`config.mk`:
```
export PLATFORM = sky130hd
export DESIGN_NAME = result_serializer_flat
export DESIGN_NICKNAME = d
export VERILOG_FILES = /design/src/rtl/result_serializer_if.sv /design/src/rtl/result_serializer.sv /design/src/flat_wrapper.sv
export SDC_FILE = /design/constraint.sdc
export NUM_CORES = 1
export LEC_CHECK = 0
export BUFFER_PORTS_ARGS = -buffer_cell sky130_fd_sc_hd__buf_2
export CAP_MARGIN = 40
export CORE_AREA = 5 5 132 134
export DETAILED_ROUTE_END_ITERATION = 16
export DIE_AREA = 0 0 137 139
export PLACE_DENSITY = 0.76
export SYNTH_ARGS = -nofsm -noshare
export SYNTH_HDL_FRONTEND = slang
export SYNTH_SLANG_ARGS = --single-unit
```
`constraint.sdc`:
```
create_clock -name clk -period 2.32 [get_ports clk]
set_input_delay 0.348 -clock clk [delete_from_list [all_inputs] [get_ports clk]]
set_output_delay 0.348 -clock clk [all_outputs]
set_load 0.02 [all_outputs]
```
`src/rtl/result_serializer_if.sv`:
```
// Bus between the result serializer and its environment (controller + UART).
interface result_serializer_if #(
    parameter int unsigned ELEM_W    = 16,
    parameter int unsigned NUM_ELEMS = 9
) ();
    logic                          start;
    logic [3:0]                    matrix_size;
    logic [ELEM_W*NUM_ELEMS-1:0]   result;
    logic                          tx_busy;
    logic [7:0]                    tx_data;
    logic                          tx_start;
    logic                          busy;
    logic                          done;

    // Environment side: issues requests and reports UART state.
    modport master (
        output start, matrix_size, result, tx_busy,
        input  tx_data, tx_start, busy, done
    );

    // Serializer side.
    modport slave (
        input  start, matrix_size, result, tx_busy,
        output tx_data, tx_start, busy, done
    );
endinterface

```
`src/rtl/result_serializer.sv`:
```
// Streams the active N x N part of a packed 3x3 result to a byte UART,
// high byte first per element, row-major order.
module result_serializer #(
    parameter int unsigned ELEM_W    = 16,
    parameter int unsigned NUM_ELEMS = 9
) (
    input  logic                 clk,
    input  logic                 rst,
    result_serializer_if.slave   bus
);

    localparam int unsigned RES_W   = ELEM_W * NUM_ELEMS;
    localparam int unsigned BYTE_W  = 8;
    localparam int unsigned DIM_W   = 2;
    localparam int unsigned IDX_W   = 4;
    localparam int unsigned WCNT_W  = 3;
    localparam int unsigned TIMEOUT = 4;

    typedef enum logic [2:0] {
        IDLE,
        LOAD,
        SEND,
        WAIT_BUSY,
        WAIT_IDLE,
        DONE
    } state_t;

    state_t              state, state_nxt;
    logic [DIM_W-1:0]    row, row_nxt;
    logic [DIM_W-1:0]    col, col_nxt;
    logic                byte_sel, byte_sel_nxt;
    logic [DIM_W-1:0]    n_snap, n_snap_nxt;
    logic [RES_W-1:0]    res_snap, res_snap_nxt;
    logic [WCNT_W-1:0]   wait_cnt, wait_cnt_nxt;
    logic [BYTE_W-1:0]   tx_data_q, tx_data_nxt;
    logic                tx_start_q, tx_start_nxt;
    logic                busy_q, busy_nxt;
    logic                done_q, done_nxt;

    logic [DIM_W-1:0]    n_clamp_c;
    logic [IDX_W-1:0]    elem_idx_c;
    logic [ELEM_W-1:0]   elems [NUM_ELEMS];
    logic [ELEM_W-1:0]   elem_c;
    logic [BYTE_W-1:0]   byte_c;
    logic                last_col_c;
    logic                last_row_c;
    logic                advance_c;

    assign bus.tx_data  = tx_data_q;
    assign bus.tx_start = tx_start_q;
    assign bus.busy     = busy_q;
    assign bus.done     = done_q;

    // Clamp requested dimension: 1..3 as-is, anything else means full 3x3.
    always_comb begin
        if (bus.matrix_size == 4'd0 || bus.matrix_size > 4'd3)
            n_clamp_c = DIM_W'(3);
        else
            n_clamp_c = bus.matrix_size[DIM_W-1:0];
    end

    // Select the current byte out of the snapshot.
    always_comb begin
        for (int unsigned k = 0; k < NUM_ELEMS; k++)
            elems[k] = res_snap[k*ELEM_W +: ELEM_W];
        elem_idx_c = IDX_W'(row) * IDX_W'(3) + IDX_W'(col);
        elem_c     = elems[elem_idx_c];
        byte_c     = byte_sel ? elem_c[BYTE_W-1:0] : elem_c[ELEM_W-1 -: BYTE_W];
        last_col_c = (col == DIM_W'(n_snap - DIM_W'(1)));
        last_row_c = (row == DIM_W'(n_snap - DIM_W'(1)));
    end

    // Next-state and registered-output logic.
    always_comb begin
        state_nxt    = state;
        row_nxt      = row;
        col_nxt      = col;
        byte_sel_nxt = byte_sel;
        n_snap_nxt   = n_snap;
        res_snap_nxt = res_snap;
        wait_cnt_nxt = wait_cnt;
        tx_data_nxt  = tx_data_q;
        tx_start_nxt = 1'b0;
        busy_nxt     = busy_q;
        done_nxt     = 1'b0;
        advance_c    = 1'b0;

        case (state)
            IDLE: begin
                if (bus.start) begin
                    res_snap_nxt = bus.result;
                    n_snap_nxt   = n_clamp_c;
                    row_nxt      = '0;
                    col_nxt      = '0;
                    byte_sel_nxt = 1'b0;
                    busy_nxt     = 1'b1;
                    state_nxt    = LOAD;
                end
            end
            LOAD: begin
                tx_data_nxt = byte_c;
                state_nxt   = SEND;
            end
            SEND: begin
                if (!bus.tx_busy) begin
                    tx_start_nxt = 1'b1;
                    wait_cnt_nxt = '0;
                    state_nxt    = WAIT_BUSY;
                end
            end
            WAIT_BUSY: begin
                // A UART that never reports busy is assumed done after the timeout.
                if (bus.tx_busy)
                    state_nxt = WAIT_IDLE;
                else if (wait_cnt == WCNT_W'(TIMEOUT - 1))
                    advance_c = 1'b1;
                else
                    wait_cnt_nxt = wait_cnt + WCNT_W'(1);
            end
            WAIT_IDLE: begin
                if (!bus.tx_busy)
                    advance_c = 1'b1;
            end
            DONE: begin
                state_nxt = IDLE;
            end
            default: begin
                state_nxt = IDLE;
            end
        endcase

        if (advance_c) begin
            state_nxt = LOAD;
            if (!byte_sel) begin
                byte_sel_nxt = 1'b1;
            end else begin
                byte_sel_nxt = 1'b0;
                if (!last_col_c) begin
                    col_nxt = col + DIM_W'(1);
                end else begin
                    col_nxt = '0;
                    if (last_row_c) begin
                        state_nxt = DONE;
                        busy_nxt  = 1'b0;
                        done_nxt  = 1'b1;
                    end else begin
                        row_nxt = row + DIM_W'(1);
                    end
                end
            end
        end
    end

    // State and output registers.
    always_ff @(posedge clk or negedge rst) begin
        if (!rst) begin
            state      <= IDLE;
            row        <= '0;
            col        <= '0;
            byte_sel   <= 1'b0;
            n_snap     <= '0;
            res_snap   <= '0;
            wait_cnt   <= '0;
            tx_data_q  <= '0;
            tx_start_q <= 1'b0;
            busy_q     <= 1'b0;
            done_q     <= 1'b0;
        end else begin
            state      <= state_nxt;
            row        <= row_nxt;
            col        <= col_nxt;
            byte_sel   <= byte_sel_nxt;
            n_snap     <= n_snap_nxt;
            res_snap   <= res_snap_nxt;
            wait_cnt   <= wait_cnt_nxt;
            tx_data_q  <= tx_data_nxt;
            tx_start_q <= tx_start_nxt;
            busy_q     <= busy_nxt;
            done_q     <= done_nxt;
        end
    end

endmodule

```
`src/flat_wrapper.sv`:
```
// flat-port wrapper written by rule: the top's interface ports become plain ports
module result_serializer_flat 
#(
    parameter int unsigned ELEM_W    = 16,
    parameter int unsigned NUM_ELEMS = 9
)
  (clk, rst, bus_start, bus_matrix_size, bus_result, bus_tx_busy, bus_tx_data, bus_tx_start, bus_busy, bus_done);
  result_serializer_if #(.ELEM_W(ELEM_W), .NUM_ELEMS(NUM_ELEMS)) bus_i ();
  input  logic clk;
  input  logic rst;
  input wire logic [$bits(bus_i.start)-1:0] bus_start;
  input wire logic [$bits(bus_i.matrix_size)-1:0] bus_matrix_size;
  input wire logic [$bits(bus_i.result)-1:0] bus_result;
  input wire logic [$bits(bus_i.tx_busy)-1:0] bus_tx_busy;
  output wire logic [$bits(bus_i.tx_data)-1:0] bus_tx_data;
  output wire logic [$bits(bus_i.tx_start)-1:0] bus_tx_start;
  output wire logic [$bits(bus_i.busy)-1:0] bus_busy;
  output wire logic [$bits(bus_i.done)-1:0] bus_done;
  assign bus_i.start = bus_start;
  assign bus_i.matrix_size = bus_matrix_size;
  assign bus_i.result = bus_result;
  assign bus_i.tx_busy = bus_tx_busy;
  assign bus_tx_data = bus_i.tx_data;
  assign bus_tx_start = bus_i.tx_start;
  assign bus_busy = bus_i.busy;
  assign bus_done = bus_i.done;
  result_serializer #(.ELEM_W(ELEM_W), .NUM_ELEMS(NUM_ELEMS)) u_core (.clk(clk), .rst(rst), .bus(bus_i));
endmodule
```
Yosys cells after proc, flatten, opt, wreduce, memory -nomap -nowiden
Cells that the tools add are included.
{ "totals": {"elab_cells": 91, "inputBits": 152, "reg_bits": 168, "out_inout_bits": 11} }
{ "classes": {"reduce_logical": 10, "n_eq_ne": 14, "n_lt_le_gt_ge": 2, "mux": 47, "bitwise_logic": 1, "add_sub_neg": 5, "n_mul": 1} }
{ "ops": {"columns": ["op", "count"], "rows": [
  ["binary-select mux 16 bit (select 4 bit)", 1],
  ["2-to-1 mux 16 bit", 2],
  ["2-to-1 mux 3 bit", 10],
  ["2-to-1 mux 2 bit", 12],
  ["2-to-1 mux 1 bit", 18],
  ["one-hot mux 3 bit (5 select lines)", 1],
  ["equality test 3 x 2 -> 1 bit (second input constant)", 3],
  ["inequality test 3 x 2 -> 1 bit (second input constant)", 3],
  ["2-to-1 mux 8 bit", 1],
  ["AND reduction 4 bit", 2],
  ["inequality test 2 bit (second input constant)", 3],
  ["one-hot mux 3 bit (2 select lines)", 1],
  ["nonzero test 2 bit", 3],
  ["greater-or-equal comparator 5 bit (second input constant)", 1],
  ["NOT 4 -> 5 bit", 1],
  ["adder 2 x 1 -> 2 bit (second input constant)", 2],
  ["adder 4 x 2 -> 4 bit", 1],
  ["equality test 2 bit", 2],
  ["> comparator 4 x 2 -> 1 bit (second input constant)", 1],
  ["zero test 4 bit", 1],
  ["multiplier 2 x 2 -> 4 bit (second input constant)", 1],
  ["AND reduction 2 bit", 2],
  ["adder 3 x 1 -> 3 bit (second input constant)", 1],
  ["equality test 3 x 1 -> 1 bit (second input constant)", 1],
  ["other kinds (6)", 6]
]} }

Logic depth before layout (Yosys ltp)
Gate-level depths: netlist of the first run.
{ "depth": {"ltp_word": 7, "ltp_mapped": 8, "ltp_nobuf": 7} }

Worst setup path before layout of the first run
OpenSTA, ideal clock, no wires.
{ "synth_path": {"path_type": "register to register", "from": "reg u_core.col[1]", "to": "reg u_core.tx_data_q[2], in the netlist u_core.bus.tx_data[2]", "synth_period_minus_slack_ps": 2540, "t_required_ps": 2189, "arrival_ps": 2410, "stages_incl_launch_ff": 9, "n_path_buf": 2, "setup_ps": 131, "slack_ps": -220, "path_cell_list": "dfrtp_1 fa_1 ha_1 buf_4 clkbuf_1 mux4_2 a211o_1 o211ai_1 a31oi_1"} }
{ "synth_between": {"elab_chain_len": 6} }
{ "synth_rtl": {"columns": ["item", "line", "text"], "rows": [
  ["from (decl)", "result_serializer.sv:30", "logic [DIM_W-1:0] col, col_nxt;"],
  ["from (signal assigned)", "result_serializer.sv:171", "col <= col_nxt;"],
  ["adder 4 x 2 -> 4 bit", "result_serializer.sv:66", "elem_idx_c = IDX_W'(row) * IDX_W'(3) + IDX_W'(col);"],
  ["NOT 4 -> 5 bit (implied by the code)", "result_serializer.sv:67", "elem_c = elems[elem_idx_c];"],
  ["binary-select mux 16 bit (select 4 bit)", "result_serializer.sv:67", null],
  ["2-to-1 mux 16 bit (implied by the code) (2 in a row)", "result_serializer.sv:67", null],
  ["2-to-1 mux 8 bit", "result_serializer.sv:68", "byte_c = byte_sel ? elem_c[BYTE_W-1:0] : elem_c[ELEM_W-1 -: BYTE_W];"],
  ["to (signal assigned)", "result_serializer.sv:176", "tx_data_q <= tx_data_nxt;"],
  ["to (decl)", "result_serializer.sv:35", "logic [BYTE_W-1:0] tx_data_q, tx_data_nxt;"]
]} }
No other way between the ends. The select of a mux whose other input is x is not followed.
A chain may end at the register's enable or synchronous reset.

Final worst setup path of the first run
{ "layout_path": {"from": "reg u_core.row[0]", "to": "reg u_core.tx_data_q[4], in the netlist u_core.bus.tx_data[4]"} }
{ "layout_between": {"elab_chain_len": 7} }
{ "layout_rtl": {"columns": ["item", "line", "text"], "rows": [
  ["from (decl)", "result_serializer.sv:29", "logic [DIM_W-1:0] row, row_nxt;"],
  ["from (signal assigned)", "result_serializer.sv:170", "row <= row_nxt;"],
  ["multiplier 2 x 2 -> 4 bit", "result_serializer.sv:66", null],
  ["adder 4 x 2 -> 4 bit", "result_serializer.sv:66", null],
  ["NOT 4 -> 5 bit (implied by the code)", "result_serializer.sv:67", null],
  ["binary-select mux 16 bit (select 4 bit)", "result_serializer.sv:67", null],
  ["2-to-1 mux 16 bit (implied by the code) (2 in a row)", "result_serializer.sv:67", null],
  ["2-to-1 mux 8 bit", "result_serializer.sv:68", null]
]} }
No other way between the ends. The select of a mux whose other input is x is not followed.

==> results.ini, run 1 <==
[status]
outcome = finished with violations
violations = setup timing

[timing]
period_needed_ns = 2.374
rsz0062_at_grt = true
hold-worst-slack_ns = 0.1031
setup_ws_ns = -0.05439
max_freq_mhz = 421.2
finalSetupViolCount = 7
skew_ns = 0.005672
fin_crit_sh_pct = 102.3
slew_headroom_pct = 48.07
hold_violations = 0
tightest_slew_ns = 0.7790
slew_viol_final = 0

[synth]
synth-seq-area-share_pct = 53.41
synthesis.nets = 1020
ys_ff_latch = 168
async_reset_ff_share_pct = 100.0
ys.warnings.count = 0
synth_area_sq_um = 7871
synth_edf_count = 0
netlist_instances = 861
synth.avg_cell_area_sq_um = 9.142
synth.distinct_cells = 44
ys.flop_type = dfrtp_1

[grt]
antenna_found_initial = 0
grt_pass1_wl_mm = 32.13
gr-total-overflow = 0
grtUsageTotal_pct = 21.61
grt_pass1_vias = 6374
grt_max_degree = 79

[setup_path]
critPathArrivalTime_ns = 2.68
startpoint_type = register
worst_ep_required_time_ns = 2.63
critPathMaxStageDelay_ns = 0.52
worstSetupEndpointType = register
worstSetupPathType = register to register
cp_slowest_cell = fa_1
path_max_fanout = 9
cp_cell_sequence = fa_1 > ha_4 > buf_12 > mux4_2 > a211o_1 > o211ai_1 > a31oi_1

[routing]
vias_per_cell = 5.048
postRouteAntennaNets = 0
drtPass1Iterations = 5
via_count = 6305
routed_wl_mm = 19.85
wl_per_cell_um = 15.89
drc = 0
dr.first_iter.drc_count = 425

[clock_network]
cts_sinks = 168
numCtsBuffers = 17
cts_buffer_depth = 2
insertion_delay_ns = 0.43
root_buffer = clkbuf_16
cts_tree = built
path_clk_slew_ns = 0.07
cts.htree.levels = 4

[power]
power_frac_clock_pct = 24.5
powerDensity_nw_per_um2 = 1242
p_comb_share_pct = 33.3
leakage_nw = 4.979
p_sw_mw = 4.403
seqPwrFrac_pct = 42.2
p_int_mw = 7.660
vdd_drop_max_mv = 0.6174
fin_total_pwr_mw = 12.06
p_sw_share_pct = 36.50

[placement]
hpwl_mm = 14.33
io_buffer_count = 162
dpl_cell_area_sq_um = 9016
place_congestion = 0.8435

[finish]
nNetsFinal = 1176
seq_area_sq_um = 4205
multiInputGateArea_sq_um = 3507
syn2layout_area_growth_pct = 23.35
layout-drive-gt1-share_pct = 24.88
diodes = 0
fin_area_sq_um = 9709
layout_common_cells = nand2_1 (447), dfrtp_1 (167), buf_2 (161), mux2i_1 (45), nor2_1 (19)
final_common_cell = nand2_1
n_fill_cell = 1386

[die]
initial_utilization_pct = 48.67
dieHeight_um = 139
rows = 47
fp.dieArea_sq_um = 19040
die_x_um = 137
core_area_sq_um = 16170
ios = 163

[min_path]
min_path_type = input pin to register

[run]
drv_cap = 0

[per-layer routing]
| metal | share of wire [%] | track usage [%] |
|---|---|---|
| met5 | 0 | 0 |
| met4 | 3.8 | 10.03 |
| met3 | 4.4 | 4.354 |
| met2 | 47 | 32.74 |
| met1 | 44 | 29.94 |
[sequential cells by signal (all words and copies together) (netlist names)]
register,count
u_core.n_snap,2
u_core.res_snap,144
u_core.bus.tx_start,1
u_core.wait_cnt,3
u_core.row,2
u_core.bus.done,1
u_core.bus.busy,1
u_core.bus.tx_data,8
u_core.byte_sel,1
u_core.state,3
u_core.col,2
[power groups by stage]
stage	clock network (mW)	logic [mW]	registers, mW
final	2.95	4.02	5.09
after global routing	3.12	4.53	5.23
after CTS	3.00	4.02	5.08
after detailed placement	0	3.97	5.11
after global placement	0	3.89	5.09
after floorplan	0	2.82	4.89
[final timing paths]
check | from | end | slack (ns) | cells past startpoint
worst max-delay path | u_core.row[0] | u_core.bus.tx_data[4] | -0.05 | 7
worst min-delay path | bus_result[137] | u_core.res_snap[137] | 0.10 | 3
worst max register to register | u_core.row[0] | u_core.bus.tx_data[4] | -0.05 | 7
worst min register to register | u_core.res_snap[115] | u_core.res_snap[115] | 0.47 | 2
max in group asynchronous | rst | u_core.res_snap[67] | 1.16 | 3
min in group asynchronous | rst | u_core.res_snap[41] | 0.46 | 2
[Yosys cell counts, types with 2 or more instances]
cell type	n	area [sq um]
nand2_1	448	1682
dfrtp_1	168	4204
mux2i_1	45	450.4
clkbuf_1	26	97.59
nor2_1	24	90.09
mux4_2	14	315.3
nand2b_1	12	75.07
buf_2	11	55.05
nand3_1	10	50.05
a211o_1	8	70.07
a221oi_1	8	70.07
a22oi_1	8	60.06
a31oi_1	8	50.05
o211ai_1	8	60.06
buf_1	6	22.52
nor2b_1	6	37.54
o21ai_0	6	30.03
ha_1	5	62.56
a22o_1	4	35.03
buf_6	4	45.04
inv_1	3	11.26
and2_1	2	12.51
fa_1	2	40.04
mux4_1	2	52.55
nor4b_1	2	17.52
or3b_1	2	17.52
xnor2_1	2	17.52
[timing repair]
| item | 4_1_cts | 5_1_grt |
|---|---|---|
| endpoints found under the hold margin | 55 | 0 |
| hold buffers | 1 | 0 |
| setup endpoints to repair | 8 | 8 |
| buffers inserted | 1 | 1 |
| pin swaps | 18 | 10 |
| gates resized for setup | 7 | 9 |
[cell type report]
type,instances,area share [%]
Clock buffer,17,4.381
Clock inverter,14,1.920
Inverter,4,0.1546
Multi-Input combinational cell,639,36.12
Sequential cell,168,43.31
Tap cell,220,2.835
Timing Repair Buffer,187,11.28
[cells by family (layout without fill, tap and decap cells)]
family	after synthesis	in the layout	synth area share (%)
AOI/OAI and AO/OA	56	56	5.309
xor gates and xnor gates	2	2	0.2226
adders and majority gates	7	7	1.303
buffers and inverters	54	222	3.433
DFF	168	168	53.41
muxes	62	62	10.54
and+or+nand+nor	512	512	25.78
[critical path: cells and delay by family, from the launching register on]
kind                     cells  cell delay, ns
flip-flops                   1            0.40
AO/OA/AOI/OAI                3            0.57
adder cells (fa/ha/maj)      2            0.84
multiplexers                 1            0.31
buffers and inverters        1            0.13
[per-stage QoR]
stage | worst slack (ns) | utilization [%] | TNS [ns] | instances
2_1_floorplan | -0.05880 | - | -0.4398 | 861
3_3_place_gp | -0.1713 | 55.75 | -1.119 | 1216
3_5_place_dp | -0.1614 | 55.75 | -1.028 | 1216
4_1_cts | -0.04272 | 59.83 | -0.1425 | 1249
5_1_grt | -0.1451 | 60.04 | -0.8328 | 1249
6_report | -0.05439 | 60.04 | -0.1553 | 1249
No activity file was read; power rests on OpenSTA's default activity.
==> run 2: changes to the inputs <==
CORE_AREA = 5 5 133 135   (was 5 5 132 134)
DIE_AREA = 0 0 138 140   (was 0 0 137 139)
PLACE_DENSITY = 0.75   (was 0.76)
SETUP_SLACK_MARGIN = 0.05   (was default)
==> results.ini, run 2 (same netlist as run 1, synthesis figures left out) <==
[timing]
hold_violations = 0  ; unchanged
finalSetupViolCount = 2  ; -5
hold-worst-slack_ns = 0.1082  ; +0.005096 ns
fin_crit_sh_pct = 101.6  ; -0.73 points
rsz0062_at_grt = true
period_needed_ns = 2.357  ; -0.01696 ns
fin_tns_setup_ns = -0.05683  ; +0.09846 ns
skew_ns = 0.007304  ; +0.001632 ns
slew_viol_final = 0  ; unchanged
tightest_slew_ns = 0.8435  ; +0.06451 ns
slew_headroom_pct = 43.77  ; -4.3 points
max_freq_mhz = 424.2  ; +0.72%
setup_ws_ns = -0.03743  ; +0.01696 ns

[setup_path]
critPathArrivalTime_ns = 2.66  ; -0.02 ns
startpoint_type = register
worst_ep_required_time_ns = 2.62  ; about the same
path_max_fanout = 8  ; -1
worstSetupPathType = register to register
worstSetupEndpointType = register

[routing]
postRouteAntennaNets = 0  ; unchanged
via_count = 6309  ; +0.063%
wl_per_cell_um = 16.40  ; +3.2%
dr.first_iter.drc_count = 430  ; +1.2%
drtPass1Iterations = 5  ; unchanged
drc = 0  ; unchanged
routed_wl_mm = 20.56  ; +3.6%
vias_per_cell = 5.031  ; -0.34%

[min_path]
min_path_type = input pin to register

[die]
ios = 163  ; unchanged
rows = 47  ; unchanged
dieHeight_um = 140  ; +0.72%
fp.dieArea_sq_um = 19320  ; +1.5%
core_area_sq_um = 16350  ; +1.1%
die_x_um = 138  ; +0.73%
initial_utilization_pct = 48.15  ; -0.53 points

[placement]
place_congestion = 0.8373  ; -0.74%
dp.cells = 1218  ; +0.16%
dpl_cell_area_sq_um = 9006  ; -0.11%
dp_slack_ns = -0.1567  ; +0.004781 ns
io_buffer_count = 162  ; unchanged
hpwl_mm = 15.00  ; +4.6%

[power]
leakage_nw = 4.988  ; +0.18%
vdd_drop_max_mv = 0.6185  ; +0.18%
powerDensity_nw_per_um2 = 1241  ; -0.14%

[finish]
largest_register = u_core.res_snap
syn2layout_area_growth_pct = 24.21
diodes = 0  ; unchanged
final_common_cell = nand2_1
nNetsFinal = 1180  ; +0.34%
layout_common_cells = nand2_1 (447), dfrtp_1 (167), buf_2 (161), mux2i_1 (45), nor2_1 (23)
final_cells = 1254  ; +0.40%
fin_area_sq_um = 9777  ; +0.70%
largest_reg_flops = 144  ; unchanged
layout-drive-gt1-share_pct = 25.82  ; +0.94 points

[grt]
antenna_found_initial = 0  ; unchanged
grt_pass1_wl_mm = 33.33  ; +3.7%
gr-usage-met1_pct = 28.79  ; -1.2 points
gr-total-overflow = 0  ; unchanged
use_met3_pct = 4.056  ; -0.30 points
grtUsageTotal_pct = 21.68  ; +0.072 points
use_met2_pct = 35.56  ; +2.8 points
grt_busiest_layer = met2
grt_pass1_vias = 6506  ; +2.1%
grt_max_degree = 95  ; +20%

[run]
drv_cap = 0  ; unchanged

[status]
outcome = finished with violations
violations = setup timing

[clock_network]
numCtsBuffers = 17  ; unchanged
cts_buffer_depth = 2  ; unchanged
cts_tree = built
cts.htree.levels = 4  ; unchanged
root_buffer = clkbuf_16
path_clk_slew_ns = 0.07  ; about the same
cts_sinks = 168  ; unchanged
insertion_delay_ns = 0.43  ; about the same

## run 2: power breakdown
group | switching (mW) | internal, mW | total (mW)
Clock | 1.20 | 1.73 | 2.94
Combinational | 2.31 | 1.72 | 4.03
Sequential | 0.929 | 4.24 | 5.17
## run 2: cell type report
type | instances | area [sq um]
multi-input cells | 639 | 3551
fillers | 1438 | 6571
flip-flops and latches | 168 | 4205
clock inverters | 13 | 168.9
clock buffers | 19 | 442.9
well taps | 220 | 275.3
repair buffers | 191 | 1116
inverters | 4 | 17.52
## run 2: critical path, cell delays in order (launching register included)
cell and delay, ns:
dfrtp_1 0.41, fa_1 0.52, ha_4 0.18, fa_2 0.35
nor3b_4 0.20, a211o_1 0.34, o211ai_1 0.13, a31oi_2 0.11
## run 2: path summary, 6_finish.rpt
kind	start	endpoint	slack, ns	cells past startpoint
setup / recovery	u_core.col[1]	u_core.bus.tx_data[4]	-0.04	7
min in group asynchronous	rst	u_core.res_snap[9]	0.44	2
hold reg to reg	u_core.res_snap[76]	u_core.res_snap[76]	0.48	2
setup reg to reg	u_core.col[1]	u_core.bus.tx_data[4]	-0.04	7
max in group asynchronous	rst	u_core.res_snap[84]	1.20	3
hold / removal	bus_result[25]	u_core.res_snap[25]	0.11	3
## run 2: timing repair
action	CTS	global route
pin swaps	21	9
gates resized for setup	17	7
hold buffers	1	0
endpoints found under the hold margin	44	0
setup endpoints to repair	8	8
buffers inserted	1	4
## run 2: layer usage
layer	wire, um	share of wire [%]
met5	0	0
met4	560	2.7
met2	10180	50
met3	801	3.9
met1	9019	44
## run 2: per-stage QoR
| stage | util (%) | power, mW |
|---|---|---|
| floorplan | - | 7.713 |
| finish | 59.80 | 12.13 |
| global placement | 55.09 | 8.941 |
| CTS | 59.45 | 12.17 |
| global route | 59.80 | 12.94 |
| detailed placement | 55.09 | 9.096 |
==> run 3: changes to the inputs <==
ABC_AREA = 1   (was default)
CORE_AREA = 5 5 138 140   (was 5 5 133 135)
DIE_AREA = 0 0 143 145   (was 0 0 138 140)
PLACE_DENSITY = 0.74   (was 0.75)
==> results.ini, run 3 <==
[status]
outcome = complete, no violations

[synth]
synthesis.nets = 1233  ; +21%
ys.warnings.count = 0  ; unchanged
synth.most_common_cell = nand2_1
synth.avg_cell_area_sq_um = 7.865  ; -14%
ys_top_cells_by_count = nand2_1 (353), dfrtp_1 (168), inv_1 (156)
synth_edf_count = 0  ; unchanged
netlist_instances = 1074  ; +25%
synth.top_cell.area_share_pct = 49.77  ; -3.6 points
yosys.area.top_type = dfrtp_1
synth_area_sq_um = 8447  ; +7.3%
ys_ff_latch = 168  ; unchanged
synth-seq-area-share_pct = 49.77  ; -3.6 points
async_reset_ff_share_pct = 100.0  ; unchanged
synthTopCellsByArea = dfrtp_1 (50%), nand2_1 (16%), nand3_1 (7.2%)
ys.flop_type = dfrtp_1
synth.distinct_cells = 31  ; -30%

[clock_network]
numCtsBuffers = 17  ; unchanged
insertion_delay_ns = 0.43  ; about the same
cts.htree.levels = 4  ; unchanged
cts_tree = built
root_buffer = clkbuf_16
cts_sinks = 168  ; unchanged
cts_buffer_depth = 2  ; unchanged
path_clk_slew_ns = 0.07  ; about the same

[power]
vdd_drop_max_mv = 0.7023  ; +14%
leakage_nw = 5.265  ; +5.6%
powerDensity_nw_per_um2 = 1444  ; +16%

[run]
drv_cap = 0  ; unchanged

[setup_path]
cp_cell_sequence = fa_1 > ha_2 > fa_2 > inv_4 > nor2_4 > buf_12 > nand3_2 > nand2_2 > inv_2 > a21oi_2
path_max_fanout = 8  ; unchanged
critPathArrivalTime_ns = 2.62  ; -0.04 ns
startpoint_type = register
critPathMaxStageDelay_ns = 0.54  ; +0.02 ns
worstSetupEndpointType = register
worst_ep_required_time_ns = 2.69  ; +0.07 ns
worstSetupPathType = register to register
cp_slowest_cell = fa_2
worst-r2r-setup-slack_ns = 0.06  ; +0.10 ns

[placement]
place_congestion = 0.9155  ; +9.3%
hpwl_mm = 16.09  ; +7.3%
io_buffer_count = 162  ; unchanged
dp.cells = 1433  ; +18%
dpl_cell_area_sq_um = 9459  ; +5.0%

[finish]
diodes = 0  ; unchanged
n_fill_cell = 1607  ; +12%
fin_area_sq_um = 10200  ; +4.3%
largest_register = u_core.res_snap
largest_reg_flops = 144  ; unchanged
final_cells = 1467  ; +17%
nNetsFinal = 1384  ; +17%
layout-drive-gt1-share_pct = 23.34  ; -2.5 points
layout_common_cells = nand2_1 (352), dfrtp_1 (168), buf_2 (161), inv_1 (154), nand3_1 (114)
syn2layout_area_growth_pct = 20.77
final_common_cell = nand2_1

[routing]
routed_wl_mm = 22.14  ; +7.7%
route.met3.wl_mm = 1.408  ; +76%
drtPass1Iterations = 5  ; unchanged
dr.first_iter.drc_count = 522  ; +21%
top_layer_used = met4
wl_per_cell_um = 15.09  ; -7.9%
via_count = 7359  ; +17%
postRouteAntennaNets = 0  ; unchanged
vias_per_cell = 5.016  ; -0.29%
drc = 0  ; unchanged
wl_met1_mm = 9.811  ; +8.8%
wl_met2_mm = 10.43  ; +2.5%

[timing]
hold_violations = 0  ; unchanged
period_needed_ns = 2.257  ; -0.1004 ns
fin_crit_sh_pct = 97.28  ; -4.3 points
rsz0062_at_grt = true
tightest_slew_ns = 0.5743  ; -0.2692 ns
skew_ns = 0.01102  ; +0.003720 ns
slew_headroom_pct = 61.71  ; +18 points
finalSetupViolCount = 0  ; -2
slew_viol_final = 0  ; unchanged
max_freq_mhz = 443.1  ; +4.5%

[die]
core_area_sq_um = 17720  ; +8.4%
ios = 163  ; unchanged
rows = 49  ; +4.3%
initial_utilization_pct = 47.67  ; -0.47 points
fp.dieArea_sq_um = 20740  ; +7.3%
die_x_um = 143  ; +3.6%
dieHeight_um = 145  ; +3.6%

[grt]
gr-total-overflow = 0  ; unchanged
grt_pass1_wl_mm = 35.87  ; +7.6%
grt_pass1_vias = 7167  ; +10%
grtUsageTotal_pct = 21.68  ; about the same
grt_max_degree = 58  ; -39%
antenna_found_initial = 0  ; unchanged

[min_path]
min_path_type = input pin to register

==> run 3: cell types whose count changed after synthesis, sizes merged, moves of 12 or more <==
cell / delta
nand3: +112
nand2: -91
clkbuf: -14
inv: +159
buf: +23
mux4: -16
mux2i: -45
nand2b: -12
o21ai: +147
==> run 3: path summary, 6_finish.rpt <==
check                      depth (start not counted)                     to                  from
min                                                2    u_core.bus.tx_start           bus_tx_busy
max                                               10  u_core.bus.tx_data[4]         u_core.col[1]
max reg2reg                                       10  u_core.bus.tx_data[4]         u_core.col[1]
max in group asynchronous                          3    u_core.res_snap[38]                   rst
min in group asynchronous                          2    u_core.res_snap[39]                   rst
min reg2reg                                        2   u_core.res_snap[128]  u_core.res_snap[128]
==> run 3: cells by family (layout without fill, tap and decap cells) <==
kind of cell	count (synthesis)	in the layout	share of synthesized area (%)
AOI/OAI and AO/OA	165	165	11.18
adders and majority gates	7	7	1.215
xor gates and xnor gates	5	5	0.5185
buffers and inverters	223	387	12.21
and+or+nand+nor	506	506	25.11
DFF	168	168	49.77
==> run 3: area by class of cell <==
class	count	area, sq um	area share (%)
Tap cell	229	286.5	2.809
Sequential cell	168	4204	41.21
Multi-Input combinational cell	683	3289	32.25
Clock inverter	15	214.0	2.097
Inverter	164	628.1	6.157
Timing Repair Buffer	191	1154	11.31
Clock buffer	17	425.4	4.170
==> run 3: where the power goes <==
part	total, mW	internal [mW]	leakage, nW	switching (mW)
Clock	3.08	1.83	0.306	1.25
Sequential	4.79	4.30	2.07	0.487
Combinational	6.87	2.38	2.89	4.49
Total	14.7	8.51	5.27	6.23
==> run 3: metrics by stage <==
stage                     hold WS, ns  TNS [ns]  setup slack [ns]  power, mW  utilization [%]
after floorplan               0.05241         0           0.05273      9.776                -
after global placement         0.3667         0           0.07942      11.36            53.39
after detailed placement       0.3656         0           0.03023      11.53            53.39
after CTS                      0.1004         0           0.05947      14.68            57.09
after global routing           0.1173  -0.06804          -0.02368      15.92            57.57
final                          0.1122         0           0.06302      14.74            57.57
==> run 3: what timing repair did <==
action / CTS / global route
hold buffers: 1 / 0
pin swaps: 1 / 14
resized for setup: 1 / 21
setup endpoints to repair: 3 / 8
buffers inserted: 0 / 1
endpoints found under the hold margin: 54 / 0
==> run 3: per-layer routing <==
| metal | vias to the layer above | global-route usage [%] |
|---|---|---|
| met5 | - | 0 |
| met4 | 0 | 8.413 |
| met1 | 3442 | 30.52 |
| met2 | 229 | 33.39 |
| met3 | 36 | 3.949 |
| li1 | 3652 | - |
==> run 3: critical path, delay by kind of cell (launching register included) <==
family                     cells  cell delay [ns]
DFF                            1             0.40
adders and majority gates      3             1.22
buffers and inverters          3             0.22
and+or+nand+nor                3             0.25
AOI/OAI and AO/OA              1             0.11
